**config.mk**
```make
export PLATFORM = sky130hd
export DESIGN_NAME = sort_stream_bridge
export DESIGN_NICKNAME = d
export VERILOG_FILES = /design/src/rtl/sort_stream_bridge.sv
export SDC_FILE = /design/constraint.sdc
export NUM_CORES = 1
export LEC_CHECK = 0
export ABC_AREA = 1
export BUFFER_PORTS_ARGS = -buffer_cell sky130_fd_sc_hd__buf_2
export CORE_MARGIN = 2
export CORE_UTILIZATION = 30
export CTS_CLUSTER_SIZE = 24
export DETAILED_ROUTE_END_ITERATION = 10
export GPL_TIMING_DRIVEN = 1
export SETUP_SLACK_MARGIN = 0.02
export SLEW_MARGIN = 20
export SYNTH_ARGS = -nofsm -noshare
export SYNTH_HDL_FRONTEND = slang
export SYNTH_SLANG_ARGS = --single-unit
```
**constraint.sdc**
```tcl
create_clock -name clk -period 6.3 [get_ports clk]
set_input_delay 1.26 -clock clk [delete_from_list [all_inputs] [get_ports clk]]
set_output_delay 1.26 -clock clk [all_outputs]
set_load 0.005 [all_outputs]
```
**src/rtl/sort_stream_bridge.sv**
```systemverilog
// Stream-to-sorter bridge: collects N words, hands them to an external sorter,
// then streams the sorted frame back out with ready/valid and an end-of-frame marker.
module sort_stream_bridge #(
    parameter int N       = 6,
    parameter int WIDTH   = 8,
    parameter int TIMEOUT = 32
) (
    input  logic             clk,
    input  logic             rst,
    input  logic             s_valid,
    input  logic [WIDTH-1:0] s_data,
    output logic             s_ready,
    output logic             m_valid,
    output logic [WIDTH-1:0] m_data,
    output logic             m_last,
    input  logic             m_ready,
    output logic             sort_start,
    output logic [WIDTH-1:0] sort_data [N],
    input  logic             sort_done,
    input  logic [WIDTH-1:0] sort_result [N],
    output logic             timeout_err,
    output logic [15:0]      frame_cnt
);

    localparam int IDX_W = $clog2(N);
    localparam int CNT_W = $clog2(TIMEOUT);
    localparam logic [IDX_W-1:0] LAST_IDX  = IDX_W'(N - 1);
    localparam logic [CNT_W-1:0] LAST_WAIT = CNT_W'(TIMEOUT - 1);

    typedef enum logic [1:0] {FILL, KICK, WAIT, DRAIN} state_t;

    state_t           state;
    state_t           state_next;
    logic [WIDTH-1:0] frame_buf [N];
    logic [IDX_W-1:0] wr_idx;
    logic [IDX_W-1:0] rd_idx;
    logic [CNT_W-1:0] wait_cnt;

    // The sorter reads the frame straight out of the buffer, which only changes in FILL or on capture.
    assign sort_data = frame_buf;

    always_ff @(posedge clk or posedge rst) begin
        if (rst) begin
            state <= FILL;
        end else begin
            state <= state_next;
        end
    end

    always_comb begin
        state_next = state;
        case (state)
            FILL:    if (s_valid && wr_idx == LAST_IDX) state_next = KICK;
            KICK:    state_next = WAIT;
            // A completion arriving on the final wait cycle still wins over the abort.
            WAIT: begin
                if (sort_done) begin
                    state_next = DRAIN;
                end else if (wait_cnt == LAST_WAIT) begin
                    state_next = FILL;
                end
            end
            DRAIN:   if (m_ready && rd_idx == LAST_IDX) state_next = FILL;
            default: state_next = FILL;
        endcase
    end

    always_comb begin
        s_ready = 1'b0;
        m_valid = 1'b0;
        m_last  = 1'b0;
        m_data  = '0;
        case (state)
            FILL:    s_ready = !rst;
            DRAIN: begin
                m_valid = 1'b1;
                m_data  = frame_buf[rd_idx];
                m_last  = (rd_idx == LAST_IDX);
            end
            default: ;
        endcase
    end

    always_ff @(posedge clk or posedge rst) begin
        if (rst) begin
            for (int i = 0; i < N; i++) begin
                frame_buf[i] <= '0;
            end
            wr_idx      <= '0;
            rd_idx      <= '0;
            wait_cnt    <= '0;
            frame_cnt   <= '0;
            timeout_err <= 1'b0;
            sort_start  <= 1'b0;
        end else begin
            // Registered so the pulse lines up exactly with the single KICK cycle.
            sort_start <= (state_next == KICK);
            case (state)
                FILL: begin
                    if (s_valid) begin
                        frame_buf[wr_idx] <= s_data;
                        wr_idx <= (wr_idx == LAST_IDX) ? '0 : wr_idx + IDX_W'(1);
                    end
                end
                KICK: wait_cnt <= '0;
                WAIT: begin
                    if (sort_done) begin
                        for (int i = 0; i < N; i++) begin
                            frame_buf[i] <= sort_result[i];
                        end
                        wait_cnt <= '0;
                    end else if (wait_cnt == LAST_WAIT) begin
                        timeout_err <= 1'b1;
                        wait_cnt    <= '0;
                        wr_idx      <= '0;
                    end else begin
                        wait_cnt <= wait_cnt + CNT_W'(1);
                    end
                end
                DRAIN: begin
                    if (m_ready) begin
                        if (rd_idx == LAST_IDX) begin
                            rd_idx    <= '0;
                            frame_cnt <= frame_cnt + 16'd1;
                        end else begin
                            rd_idx <= rd_idx + IDX_W'(1);
                        end
                    end
                end
                default: ;
            endcase
        end
    end

endmodule
```
Word-level counts from Yosys, hierarchy flattened
Cells that the tools add are included.

Register bits after elaboration: 79. Bits of input ports: 61. Output and inout bits: 77. Word-level logic and storage cells: 73.

$add $sub $neg: 4. Magnitude comparators: 3. Equal/unequal tests: 11. Muxes and demuxes: 27. Bitwise gates (word level): 3. Reduce and logical (&&, ||, !) cells: 12.

Operators with widths (count): 2-to-1 mux 48 bit (2); one-hot mux 48 bit (2 select lines) (1); bitwise mux 48 bit (1); 2-to-1 mux 8 bit (4); binary-select mux 8 bit (select 3 bit) (1); demux 8 bit (select 3 bit) (1); adder 16 x 1 -> 16 bit, second input constant (1); 2-to-1 mux 3 bit (5); 2-to-1 mux 5 bit (2); one-hot mux 5 bit (2 select lines) (1); AND reduction 3 bit (3); >= comparator 4 bit, second input constant (2); 2-to-1 mux 2 bit (4); != test 2 bit, second input constant (4); inverter 3 -> 4 bit (2); one-hot mux 2 bit (4 select lines) (1); adder 3 x 1 -> 3 bit, second input constant (2); equality test 3 bit, second input constant (2); one-hot mux 3 bit (2 select lines) (1); adder 5 x 1 -> 5 bit, second input constant (1); equality test 5 bit, second input constant (1); equality test 2 x 1 -> 1 bit, second input constant (2); equality test 2 bit, second input constant (2); less-than comparator 4 x 1 -> 1 bit, second input constant (1); other kinds (8) (13).

Logic depth before layout (Yosys ltp)
Gate-level depths: netlist of the first run.

Depth after elaboration: 8. Gate-level depth with buffers: 10. Gate-level depth less buffers: 10.

Least setup slack after synthesis of the first run
OpenSTA, ideal clock, no wires.

Kind: in2out. Start point: input rst. End point: output s_ready. Arrival time: 1366 ps. Required time: 5040 ps. Path slack: 3674 ps. Stages: 1. Path buffers: 0. Cell sequence: nor2_1.

Longest elaborated chain between the ends: 2.

Ends and longest elaborated chain: start: declaration (RTL line 9) `input logic rst,`; zero test 1 bit (no line); 2-to-1 mux 1 bit (RTL line 73) `case (state)`; end: declaration (RTL line 12) `output logic s_ready,`.

No other way between the ends.

Final worst setup path of the first run
Start point: register rd_idx[0]. End point: output m_data[2].

Longest elaborated chain between the ends: 5.

Ends and longest elaborated chain: start: declaration (RTL line 36) `logic [IDX_W-1:0] rd_idx;`; start signal: assignment (RTL line 126) `rd_idx <= rd_idx + IDX_W'(1);`; inverter 3 -> 4 bit (not written as such) (RTL line 77) `m_data = frame_buf[rd_idx];`; binary-select mux 8 bit (select 3 bit) (RTL line 77); 2-to-1 mux 8 bit (not written as such) (2 in series) (RTL line 77); 2-to-1 mux 8 bit (RTL line 73); end: declaration (RTL line 14) `output logic [WIDTH-1:0] m_data,`.

No other way between the ends. The select of a mux whose other input is x is not followed.

==> results of run 1 <==
[kinds of logic (layout without fill, tap and decap cells)]
kind of cell	after synthesis	count (layout)	synth area share, %
buffers and inverters	100	236	9.47
muxes	1	1	0.220
and+or+nand+nor	250	250	22.2
xor gates and xnor gates	10	10	1.93
adders and majority gates	7	7	1.93
AOI/OAI and AO/OA	155	155	20.7
other	0	1	0
DFF	79	79	43.5
[flip-flops by register name (all words and copies together), names as in the netlist]
register	flops
sort_data	48
rd_idx	3
wait_cnt	5
state	2
sort_start	1
frame_cnt	16
wr_idx	3
timeout_err	1
[metrics by stage]
step | setup slack [ps] | power (W)
CTS | 2660 | 0.00260
global placement | 3070 | 0.00204
floorplan | 3020 | 0.00166
finish | 2590 | 0.00260
global route | 2410 | 0.00281
detailed placement | 3030 | 0.00204
[cell usage after synthesis (all sizes together)]
master / count
buf: 14
nand4: 4
clkinv: 3
mux2i: 1
inv: 79
o22ai: 11
o211ai: 16
dfrtp: 79
nand2: 192
o21ai: 111
xnor2: 6
xor2: 4
nor3: 2
or2: 1
and3: 1
nand3: 10
nor2: 38
nand3b: 2
clkbuf: 4
a21oi: 17
ha: 7
[worst max path at each step]
stage	cells past startpoint	slack, ps	start	to
floorplan	1	3020	rst	frame_cnt[0]$_DFFE_PP0P_
global placement	5	3070	rd_idx[0]$_DFFE_PP0P_	m_data[7]
detailed placement	5	3030	rd_idx[0]$_DFFE_PP0P_	m_data[2]
CTS	5	2660	rd_idx[0]$_DFFE_PP0P_	m_data[2]
global route	5	2410	rd_idx[0]$_DFFE_PP0P_	m_data[1]
finish	5	2590	rd_idx[0]$_DFFE_PP0P_	m_data[2]
[routing by layer]
metal	part of all wire [%]	up-vias	global-route usage [%]	routed length [um]
met5	0	-	0	0
met4	2.0	0	6.72	301
met3	7.1	19	4.69	1060
met2	43	164	27.1	6400
met1	48	2042	26.6	7160
li1	-	2216	-	-
[area by class of cell]
class | instances | share of cell area (%)
multi-input cells | 423 | 37.8
well taps | 184 | 4.07
inverters | 82 | 5.46
repair buffers | 138 | 12.3
clock buffers | 11 | 4.46
clock inverters | 5 | 0.994
flip-flops and latches | 79 | 34.9
diodes | 1 | 0.0442
[power groups by stage]
stage / Sequential, W / Combinational (W) / Clock, W
2_1_floorplan: 0.000790 / 0.000866 / 0
3_3_place_gp: 0.000831 / 0.00121 / 0
3_5_place_dp: 0.000833 / 0.00121 / 0
4_1_cts: 0.000823 / 0.00122 / 0.000561
5_1_grt: 0.000850 / 0.00138 / 0.000583
6_report: 0.000826 / 0.00122 / 0.000551
[critical path, cell delays in order (launching register included)]
cell and delay (ps):
dfrtp_1 1020, nand2_1 430, o22ai_1 290, a21oi_1 90, nor2_1 130, buf_2 140
[placed cells by master (no fill, tap or decap), drive strengths merged]
| cell | count |
|---|---|
| or2 | 1 |
| nand3 | 10 |
| clkinv | 7 |
| bufinv | 1 |
| inv | 78 |
| o22ai | 11 |
| nor2 | 38 |
| mux2i | 1 |
| nand2 | 192 |
| nand3b | 2 |
| buf | 138 |
| diode | 1 |
| nand4 | 4 |
| ha | 7 |
| clkinvlp | 1 |
| xor2 | 4 |
| xnor2 | 6 |
| nor3 | 2 |
| clkbuf | 11 |
| o211ai | 16 |
| dfrtp | 79 |
| and3 | 1 |
| a21oi | 17 |
| o21ai | 111 |
==> flow_metrics.env, run 1 <==
export IMPL_drtAntennaViolNets=0
export IMPL_die_h_um=127
export IMPL_numCtsBuffers=9
export IMPL_r2r_setup_slack_ps=3500
export IMPL_whs_ps=462
export IMPL_io_buffers=137
export IMPL_critPathCaptureType="output port"
export IMPL_cts_tree="yes"
export IMPL_ctsHoldBuffers=0
export IMPL_clk_latency_ps=350
export IMPL_cts_resized_gates=0
export IMPL_p_int_w=0.00140
export IMPL_grt_overflow=0
export IMPL_multi_input_area_sq_mm=0.00214
export IMPL_hold_path_startpoint="wait_cnt[3]$_DFFE_PP0P_"
export IMPL_synth_cells=602
export IMPL_power_density_mw_per_mm2=459
export IMPL_post_cts_buffers=0
export IMPL_finalNonFillerCells=923
export IMPL_grt_pass1_vias=4134
export IMPL_dpl_hpwl_mm=11.1
export IMPL_syn_area_per_cell_sq_um=7.55
export IMPL_regToRegEndpoint="sort_data[35]$_DFFE_PP0P_"
export IMPL_die_area_sq_mm=0.0161
export IMPL_critPathRequiredTime_ps=5040
export IMPL_min_period_ps=3710
export IMPL_synthTopCellsByArea="dfrtp_1 44%, nand2_1 15%, o21ai_0 8.5%"
export IMPL_fillers=1558
export IMPL_seq_area_sq_mm=0.00198
export IMPL_rsz0062_at_grt="false"
export IMPL_syn_to_final_growth_pct=24.6
export IMPL_max_freq_mhz=270
export IMPL_grt_pass1_wl_mm=22.9
export IMPL_hold_viol_final=0
export IMPL_slew_violations=0
export IMPL_relSlewSlack_pct=27.7
export IMPL_drt_iter0_markers=470
export IMPL_reg2reg_from="state[0]$_DFF_PP0_"
export IMPL_start_util_pct=31.0
export IMPL_cts_sinks=79
export IMPL_fin_worst_skew_ps=8.83
export IMPL_status="completed"
export IMPL_io_pins=138
export IMPL_worst_path_max_fanout=37
export IMPL_synth_top_area_share_pct=43.5
export IMPL_final_nets=801
export IMPL_yosys_warnings=0
export IMPL_combPwrFrac_pct=47.0
export IMPL_r2r_cells=7
export IMPL_synth_area_sq_mm=0.00454
export IMPL_postLayoutCellArea_sq_mm=0.00566
export IMPL_drcViolationCount=0
export IMPL_vias=4441
export IMPL_arrival_ps=2450
export IMPL_num_rows=44
export IMPL_netlist_cell_type_count=31
export IMPL_clkPwrFrac_pct=21.2
export IMPL_p_leak_nw=2.90
export IMPL_ir_drop_mv=0.190
export IMPL_switching_power_w=0.00120
export IMPL_startpoint_type="register"
export IMPL_ys_seq_area_share_pct=43.5
export IMPL_vias_per_cell=4.81
export IMPL_htreeDepth=3
export IMPL_ys_ff_latch=79
export IMPL_grt_max_degree=80
export IMPL_max_cap_violations=0
export IMPL_gp_congestion=0.935
export IMPL_drt_wl_total_mm=14.9
export IMPL_place_area_sq_mm=0.00535
export IMPL_die_width_um=127
export IMPL_grtUsageTotal_pct=18.6
export IMPL_clkTransAtPathRegs_ps=60
export IMPL_hold_end="wait_cnt[3]$_DFFE_PP0P_"
export IMPL_antenna_found_initial=1
export IMPL_holdPathStages=1
export IMPL_hp_class="register to register"
export IMPL_synth_largest_area_cell="dfrtp_1"
export IMPL_finalSetupViolCount=0
export IMPL_cts_root_buf="clkbuf_16"
export IMPL_first_pass_iters=5
export IMPL_tns_ps=0
export IMPL_drive_above_1_share_pct=24.9
export IMPL_fin_util_pct=38.7
export IMPL_cts_buffer_depth=2
export IMPL_avgRoutedWirePerCell_um=16.2
export IMPL_tightest_slew_ps=1080
export IMPL_synth_fp_nets=670
export IMPL_critical_path_class="register to output port"
export IMPL_swShare_pct=46.2
export IMPL_placed_cells=906
export IMPL_p_seq_share_pct=31.8
export IMPL_post_route_period_util_pct=58.8
export IMPL_core_sq_mm=0.0146
(Power assumes the default switching activity.)
==> run 2: changes to the inputs <==
==> constraint.sdc (replaced) <==
create_clock -name clk -period 3.2 [get_ports clk]
set_input_delay 0.64 -clock clk [delete_from_list [all_inputs] [get_ports clk]]
set_output_delay 0.64 -clock clk [all_outputs]
set_load 0.005 [all_outputs]
==> run 2 against run 1 <==
Clock-buffer cell count decreased by 2; cell count rose by 0.11%; largest cell class unchanged; non-clock buffer count up 2; flip-flop and latch count stayed put; power increased by 92%; largest power group unchanged; final area fell by 0.22%; global-route usage down 0.067 points; first-iteration DRC count down 29%; die area did not move; critical endpoint is now m_data[1]; routed wire length shrank 1.6%; clock skew fell by 0.80 ps.
==> flow_metrics.env, run 2 (synthesized netlist as in run 1, its figures left out) <==
export IMPL_tns_ps=0
export IMPL_io_buffers=137
export IMPL_ctsHoldBuffers=0
export IMPL_status="completed"
export IMPL_grtUsageTotal_pct=18.5
export IMPL_clkTransAtPathRegs_ps=60
export IMPL_dpl_hpwl_mm=11.3
export IMPL_fin_worst_skew_ps=8.02
export IMPL_p_seq_share_pct=31.9
export IMPL_rsz0062_at_grt="false"
export IMPL_cts_root_buf="clkbuf_16"
export IMPL_fillers=1534
export IMPL_startpoint_type="register"
export IMPL_crit_path_cell_trace="nand2_1 -> o22ai_1 -> a21oi_1 -> nor2_1 -> buf_2"
export IMPL_die_h_um=127
export IMPL_start_util_pct=31.0
export IMPL_finalSetupViolCount=0
export IMPL_antenna_cells=0
export IMPL_io_pins=138
export IMPL_first_pass_iters=5
export IMPL_drt_wl_total_mm=14.7
export IMPL_switching_power_w=0.00235
export IMPL_die_width_um=127
export IMPL_slowest_delay_ps=680
export IMPL_grt_overflow=0
export IMPL_min_period_ps=2650
export IMPL_worst_path_max_fanout=19
export IMPL_htreeDepth=3
export IMPL_drt_iter0_markers=335
export IMPL_critPathRequiredTime_ps=2560
export IMPL_cts_tree="yes"
export IMPL_fin_util_pct=38.6
export IMPL_power_density_mw_per_mm2=884
export IMPL_num_rows=44
export IMPL_grt_pass1_vias=4209
export IMPL_drcViolationCount=0
export IMPL_placed_cells=908
export IMPL_cts_sinks=79
export IMPL_clk_latency_ps=350
export IMPL_critical_path_class="register to output port"
export IMPL_drive_above_1_share_pct=25.1
export IMPL_relSlewSlack_pct=58.6
export IMPL_avgRoutedWirePerCell_um=15.9
export IMPL_post_cts_buffers=0
export IMPL_syn_to_final_growth_pct=24.4
export IMPL_core_sq_mm=0.0146
export IMPL_final_cell_mix="185 x nand2_1, 137 x buf_2, 79 x dfrtp_1, 77 x o21ai_0, 76 x inv_1"
export IMPL_cts_resized_gates=0
export IMPL_numCtsBuffers=9
export IMPL_die_area_sq_mm=0.0161
export IMPL_ir_drop_mv=0.347
export IMPL_seq_area_sq_mm=0.00198
export IMPL_tightest_slew_ps=619
export IMPL_multi_input_area_sq_mm=0.00214
export IMPL_whs_ps=355
export IMPL_crit_slowest_cell="dfrtp_1"
export IMPL_final_common_cell="nand2_1"
export IMPL_clkPwrFrac_pct=19.4
export IMPL_critical_path_top_delay_family="flip-flops"
export IMPL_slew_violations=0
export IMPL_max_freq_mhz=377
export IMPL_hold_viol_final=0
export IMPL_hp_class="input port to asynchronous set/reset pin"
export IMPL_largest_reg_flops=48
export IMPL_grt_max_degree=49
export IMPL_arrival_ps=2010
export IMPL_post_route_period_util_pct=82.9
export IMPL_max_cap_violations=0
export IMPL_vias=4380
export IMPL_cts_buffer_depth=2
export IMPL_combPwrFrac_pct=48.7
export IMPL_critPathCaptureType="output port"
export IMPL_vias_per_cell=4.74
export IMPL_p_leak_nw=2.89
export IMPL_drtAntennaViolNets=0
export IMPL_critPathBufInv=1
export IMPL_final_nets=803
export IMPL_finalNonFillerCells=924
export IMPL_gp_congestion=0.880
export IMPL_antenna_found_initial=0
export IMPL_swShare_pct=47.1
export IMPL_grt_pass1_wl_mm=22.7
export IMPL_p_int_w=0.00264
[run 2: changes by cell type in the layout (fill, tap and decap cells not counted), sizes merged]
cell,before,now
clkbuf,11,9
bufinv,1,0
clkinvlp,1,3
clkinv,7,8
diode,1,0
buf,138,140
[run 2: cell type report]
cell class | count | share of cell area, %
Multi-Input combinational cell | 423 | 37.8
Timing Repair Buffer | 140 | 12.8
Clock inverter | 7 | 0.886
Sequential cell | 79 | 35.0
Clock buffer | 9 | 3.99
Inverter | 82 | 5.47
Tap cell | 184 | 4.07
[run 2: metal layers]
layer / vias up / wire length [um] / global-route usage (%)
met4: 0 / 295 / 6.14
met5: - / 0 / 0
met1: 1986 / 7090 / 26.3
met3: 26 / 981 / 4.52
li1: 2210 / - / -
met2: 158 / 6310 / 27.6
[run 2: power groups by stage]
stage	clock, W	sequential (W)	combinational [W]
after floorplan	0	0.00156	0.00170
after global placement	0	0.00160	0.00240
after detailed placement	0	0.00161	0.00241
after CTS	0.000993	0.00159	0.00242
after global routing	0.00103	0.00164	0.00275
final	0.000970	0.00159	0.00243
[run 2: worst paths after layout]
kind	start	slack [ps]	cells past startpoint	to
worst min-delay path	rst	350	2	timeout_err$_DFFE_PP0P_
worst max register to register	state[0]$_DFF_PP0_	1080	8	sort_data[34]$_DFFE_PP0P_
worst max-delay path	rd_idx[0]$_DFFE_PP0P_	550	5	m_data[1]
max in group asynchronous	rst	2170	3	sort_data[39]$_DFFE_PP0P_
worst min register to register	wait_cnt[3]$_DFFE_PP0P_	470	1	wait_cnt[3]$_DFFE_PP0P_
min in group clk	wait_cnt[3]$_DFFE_PP0P_	470	1	wait_cnt[3]$_DFFE_PP0P_
[run 2: stage by stage]
stage | area [sq um] | power (W) | setup slack, ps
global route | 5650 | 0.00543 | 316
CTS | 5650 | 0.00500 | 585
global placement | 5380 | 0.00400 | 1040
finish | 5650 | 0.00499 | 549
detailed placement | 5380 | 0.00401 | 980
floorplan | 4540 | 0.00326 | 537
==> run 3: changes to the inputs <==
--- a/config.mk
+++ b/config.mk
@@ -5,7 +5,7 @@
 export SDC_FILE = /design/constraint.sdc
 export NUM_CORES = 1
 export LEC_CHECK = 0
-export ABC_AREA = 1
+export ABC_AREA = 0
 export BUFFER_PORTS_ARGS = -buffer_cell sky130_fd_sc_hd__buf_2
 export CORE_MARGIN = 2
 export CORE_UTILIZATION = 30
==> constraint.sdc (replaced) <==
create_clock -name clk -period 2.5 [get_ports clk]
set_input_delay 0.5 -clock clk [delete_from_list [all_inputs] [get_ports clk]]
set_output_delay 0.5 -clock clk [all_outputs]
set_load 0.005 [all_outputs]
==> run 3 against run 2 <==
Clock power is 45% higher; sequential share of layout area is 0.63 points higher; clock-buffer cell count is 1 higher; power is 32% higher; critical path depth is 1 higher; register-to-register slack worse by 640 ps; largest cell class unchanged.
==> flow_metrics.env, run 3 <==
export IMPL_startpoint_type="register"
export IMPL_cts_root_buf="clkbuf_16"
export IMPL_synth_area_sq_mm=0.00434
export IMPL_htreeDepth=3
export IMPL_first_pass_iters=4
export IMPL_gp_congestion=0.849
export IMPL_clkPwrFrac_pct=21.3
export IMPL_yosys_warnings=0
export IMPL_r2r_cells=6
export IMPL_drtAntennaViolNets=0
export IMPL_antenna_cells=0
export IMPL_grt_overflow=0
export IMPL_crit_slowest_cell="mux4_1"
export IMPL_avgRoutedWirePerCell_um=19.6
export IMPL_min_period_ps=2400
export IMPL_grt_pass1_vias=3974
export IMPL_netlist_cell_type_count=47
export IMPL_rsz0062_at_grt="false"
export IMPL_critPathRequiredTime_ps=2000
export IMPL_vias_per_cell=5.54
export IMPL_final_nets=602
export IMPL_cts_sinks=79
export IMPL_whs_ps=195
export IMPL_grt_max_degree=61
export IMPL_io_buffers=137
export IMPL_ir_drop_mv=0.528
export IMPL_drt_iter0_markers=308
export IMPL_place_area_sq_mm=0.00521
export IMPL_num_rows=43
export IMPL_yosysMostFrequentCell="dfrtp_1"
export IMPL_clk_latency_ps=340
export IMPL_largest_reg_flops=48
export IMPL_r2r_setup_slack_ps=440
export IMPL_post_route_period_util_pct=96.1
export IMPL_hp_class="input port to asynchronous set/reset pin"
export IMPL_worst_path_max_fanout=11
export IMPL_die_h_um=124
export IMPL_grt_pass1_wl_mm=22.4
export IMPL_die_area_sq_mm=0.0154
export IMPL_dpl_hpwl_mm=10.5
export IMPL_swShare_pct=39.7
export IMPL_finalNonFillerCells=719
export IMPL_drcViolationCount=0
export IMPL_clkTransAtPathRegs_ps=70
export IMPL_cts_buffer_depth=2
export IMPL_numCtsBuffers=9
export IMPL_antenna_found_initial=0
export IMPL_finalSetupViolCount=0
export IMPL_core_sq_mm=0.0140
export IMPL_ys_flop_type="dfrtp_1"
export IMPL_syn_to_final_growth_pct=28.2
export IMPL_crit_path_cell_trace="buf_12 -> mux4_1 -> inv_1 -> o22ai_1 -> and2_1 -> buf_2"
export IMPL_tns_ps=0
export IMPL_arrival_ps=1900
export IMPL_fin_util_pct=39.7
export IMPL_critical_path_class="register to output port"
export IMPL_postLayoutCellArea_sq_mm=0.00556
export IMPL_synth_edf_count=0
export IMPL_tightest_slew_ps=714
export IMPL_status="completed"
export IMPL_synth_top_area_share_pct=45.6
export IMPL_synth_fp_nets=470
export IMPL_reg2reg_from="state[0]$_DFF_PP0_"
export IMPL_max_freq_mhz=416
export IMPL_max_cap_violations=0
export IMPL_fin_worst_skew_ps=11.1
export IMPL_synthTopCellsByArea="dfrtp_1 46%, o2bb2ai_1 6.9%, a22oi_1 6.1%"
export IMPL_p_leak_nw=2.58
export IMPL_ys_seq_area_share_pct=45.6
export IMPL_final_cell_mix="137 x buf_2, 77 x dfrtp_1, 36 x o22ai_1, 35 x a22oi_1, 34 x o2bb2ai_1"
export IMPL_ctsHoldBuffers=0
export IMPL_io_pins=138
export IMPL_hold_viol_final=0
export IMPL_power_density_mw_per_mm2=1190
export IMPL_final_common_cell="buf_2"
export IMPL_drive_above_1_share_pct=34.7
export IMPL_p_int_w=0.00397
export IMPL_relSlewSlack_pct=52.3
export IMPL_slew_violations=0
export IMPL_vias=3984
export IMPL_synthArstFlopShare_pct=100
export IMPL_grtUsageTotal_pct=18.4
export IMPL_synth_cells=402
export IMPL_slowest_delay_ps=560
export IMPL_die_width_um=124
export IMPL_placed_cells=701
export IMPL_combPwrFrac_pct=45.1
export IMPL_cts_tree="yes"
export IMPL_p_seq_share_pct=33.6
export IMPL_ys_ff_latch=79
export IMPL_regToRegEndpoint="sort_data[46]$_DFFE_PP0P_"
export IMPL_switching_power_w=0.00262
export IMPL_drt_wl_total_mm=14.1
export IMPL_synth_commonest_cells="79 x dfrtp_1, 36 x o22ai_1, 35 x a22oi_1, 34 x o2bb2ai_1, 20 x a21oi_1"
export IMPL_syn_area_per_cell_sq_um=10.8
export IMPL_synth_largest_area_cell="dfrtp_1"
export IMPL_critPathCaptureType="output port"
export IMPL_start_util_pct=31.0
==> run 3: final cells by class <==
type	instances	area, sq um
clock buffer	10	229
tap	180	225
inverter	17	67.6
timing repair buffer	150	826
fill	1391	8430
multi-input combinational	277	2150
clock inverter	6	85.1
sequential	79	1980
==> run 3: power groups by stage <==
stage | combinational [W] | sequential [W] | clock, W
2_1_floorplan | 0.00203 | 0.00206 | 0
3_3_place_gp | 0.00286 | 0.00222 | 0
3_5_place_dp | 0.00293 | 0.00222 | 0
4_1_cts | 0.00294 | 0.00221 | 0.00143
5_1_grt | 0.00326 | 0.00228 | 0.00149
6_report | 0.00297 | 0.00221 | 0.00141
==> run 3: logic make-up after synthesis <==
logic type | after synthesis | share of synthesized area (%)
compound gates | 146 | 24.0
flops | 79 | 45.6
xor+xnor | 16 | 3.23
buf+inv | 46 | 4.99
fa+ha+maj | 7 | 2.02
simple gates | 90 | 13.5
mux | 18 | 6.66
==> run 3: critical path: cells and delay by family, from the launching register on <==
| kind | cells | cell delay, ps |
|---|---|---|
| AOI/OAI and AO/OA | 1 | 70 |
| buffers and inverters | 3 | 360 |
| DFF | 1 | 390 |
| and+or+nand+nor | 1 | 190 |
| muxes | 1 | 560 |
==> run 3: per-stage QoR <==
| step | power, W | setup slack, ps |
|---|---|---|
| after floorplan | 0.00409 | 665 |
| after global placement | 0.00508 | 429 |
| after detailed placement | 0.00515 | 402 |
| after CTS | 0.00658 | 25.3 |
| after global routing | 0.00703 | 21.5 |
| final | 0.00659 | 97.1 |
==> run 3: routing by layer <==
metal | up-vias | global-route usage [%] | share of wire, % | routed length (um)
met5 | - | 0 | 0 | 0
met4 | 0 | 4.69 | 1.3 | 188
met3 | 16 | 4.13 | 6.9 | 970
met2 | 189 | 30.2 | 49 | 6890
met1 | 1965 | 24.6 | 43 | 6070
li1 | 1814 | - | - | -
==> run 3: worst max-delay path by stage <==
stage	endpoint	slack (ps)	from	depth (start not counted)
6_report	m_data[7]	100	rd_idx[0]$_DFFE_PP0P_	6
5_1_grt	m_data[7]	20	rd_idx[0]$_DFFE_PP0P_	6
4_1_cts	m_data[7]	30	rd_idx[0]$_DFFE_PP0P_	6
3_5_place_dp	m_data[7]	400	rd_idx[0]$_DFFE_PP0P_	6
3_3_place_gp	m_data[0]	430	rd_idx[0]$_DFFE_PP0P_	6
2_1_floorplan	m_data[1]	660	rd_idx[0]$_DFFE_PP0P_	5
==> run 3: what timing repair did <==
action                     CTS  global route
setup endpoints to repair    0             8
gates resized for setup      0             2
setup buffers                0             1
hold endpoints to repair     0             0
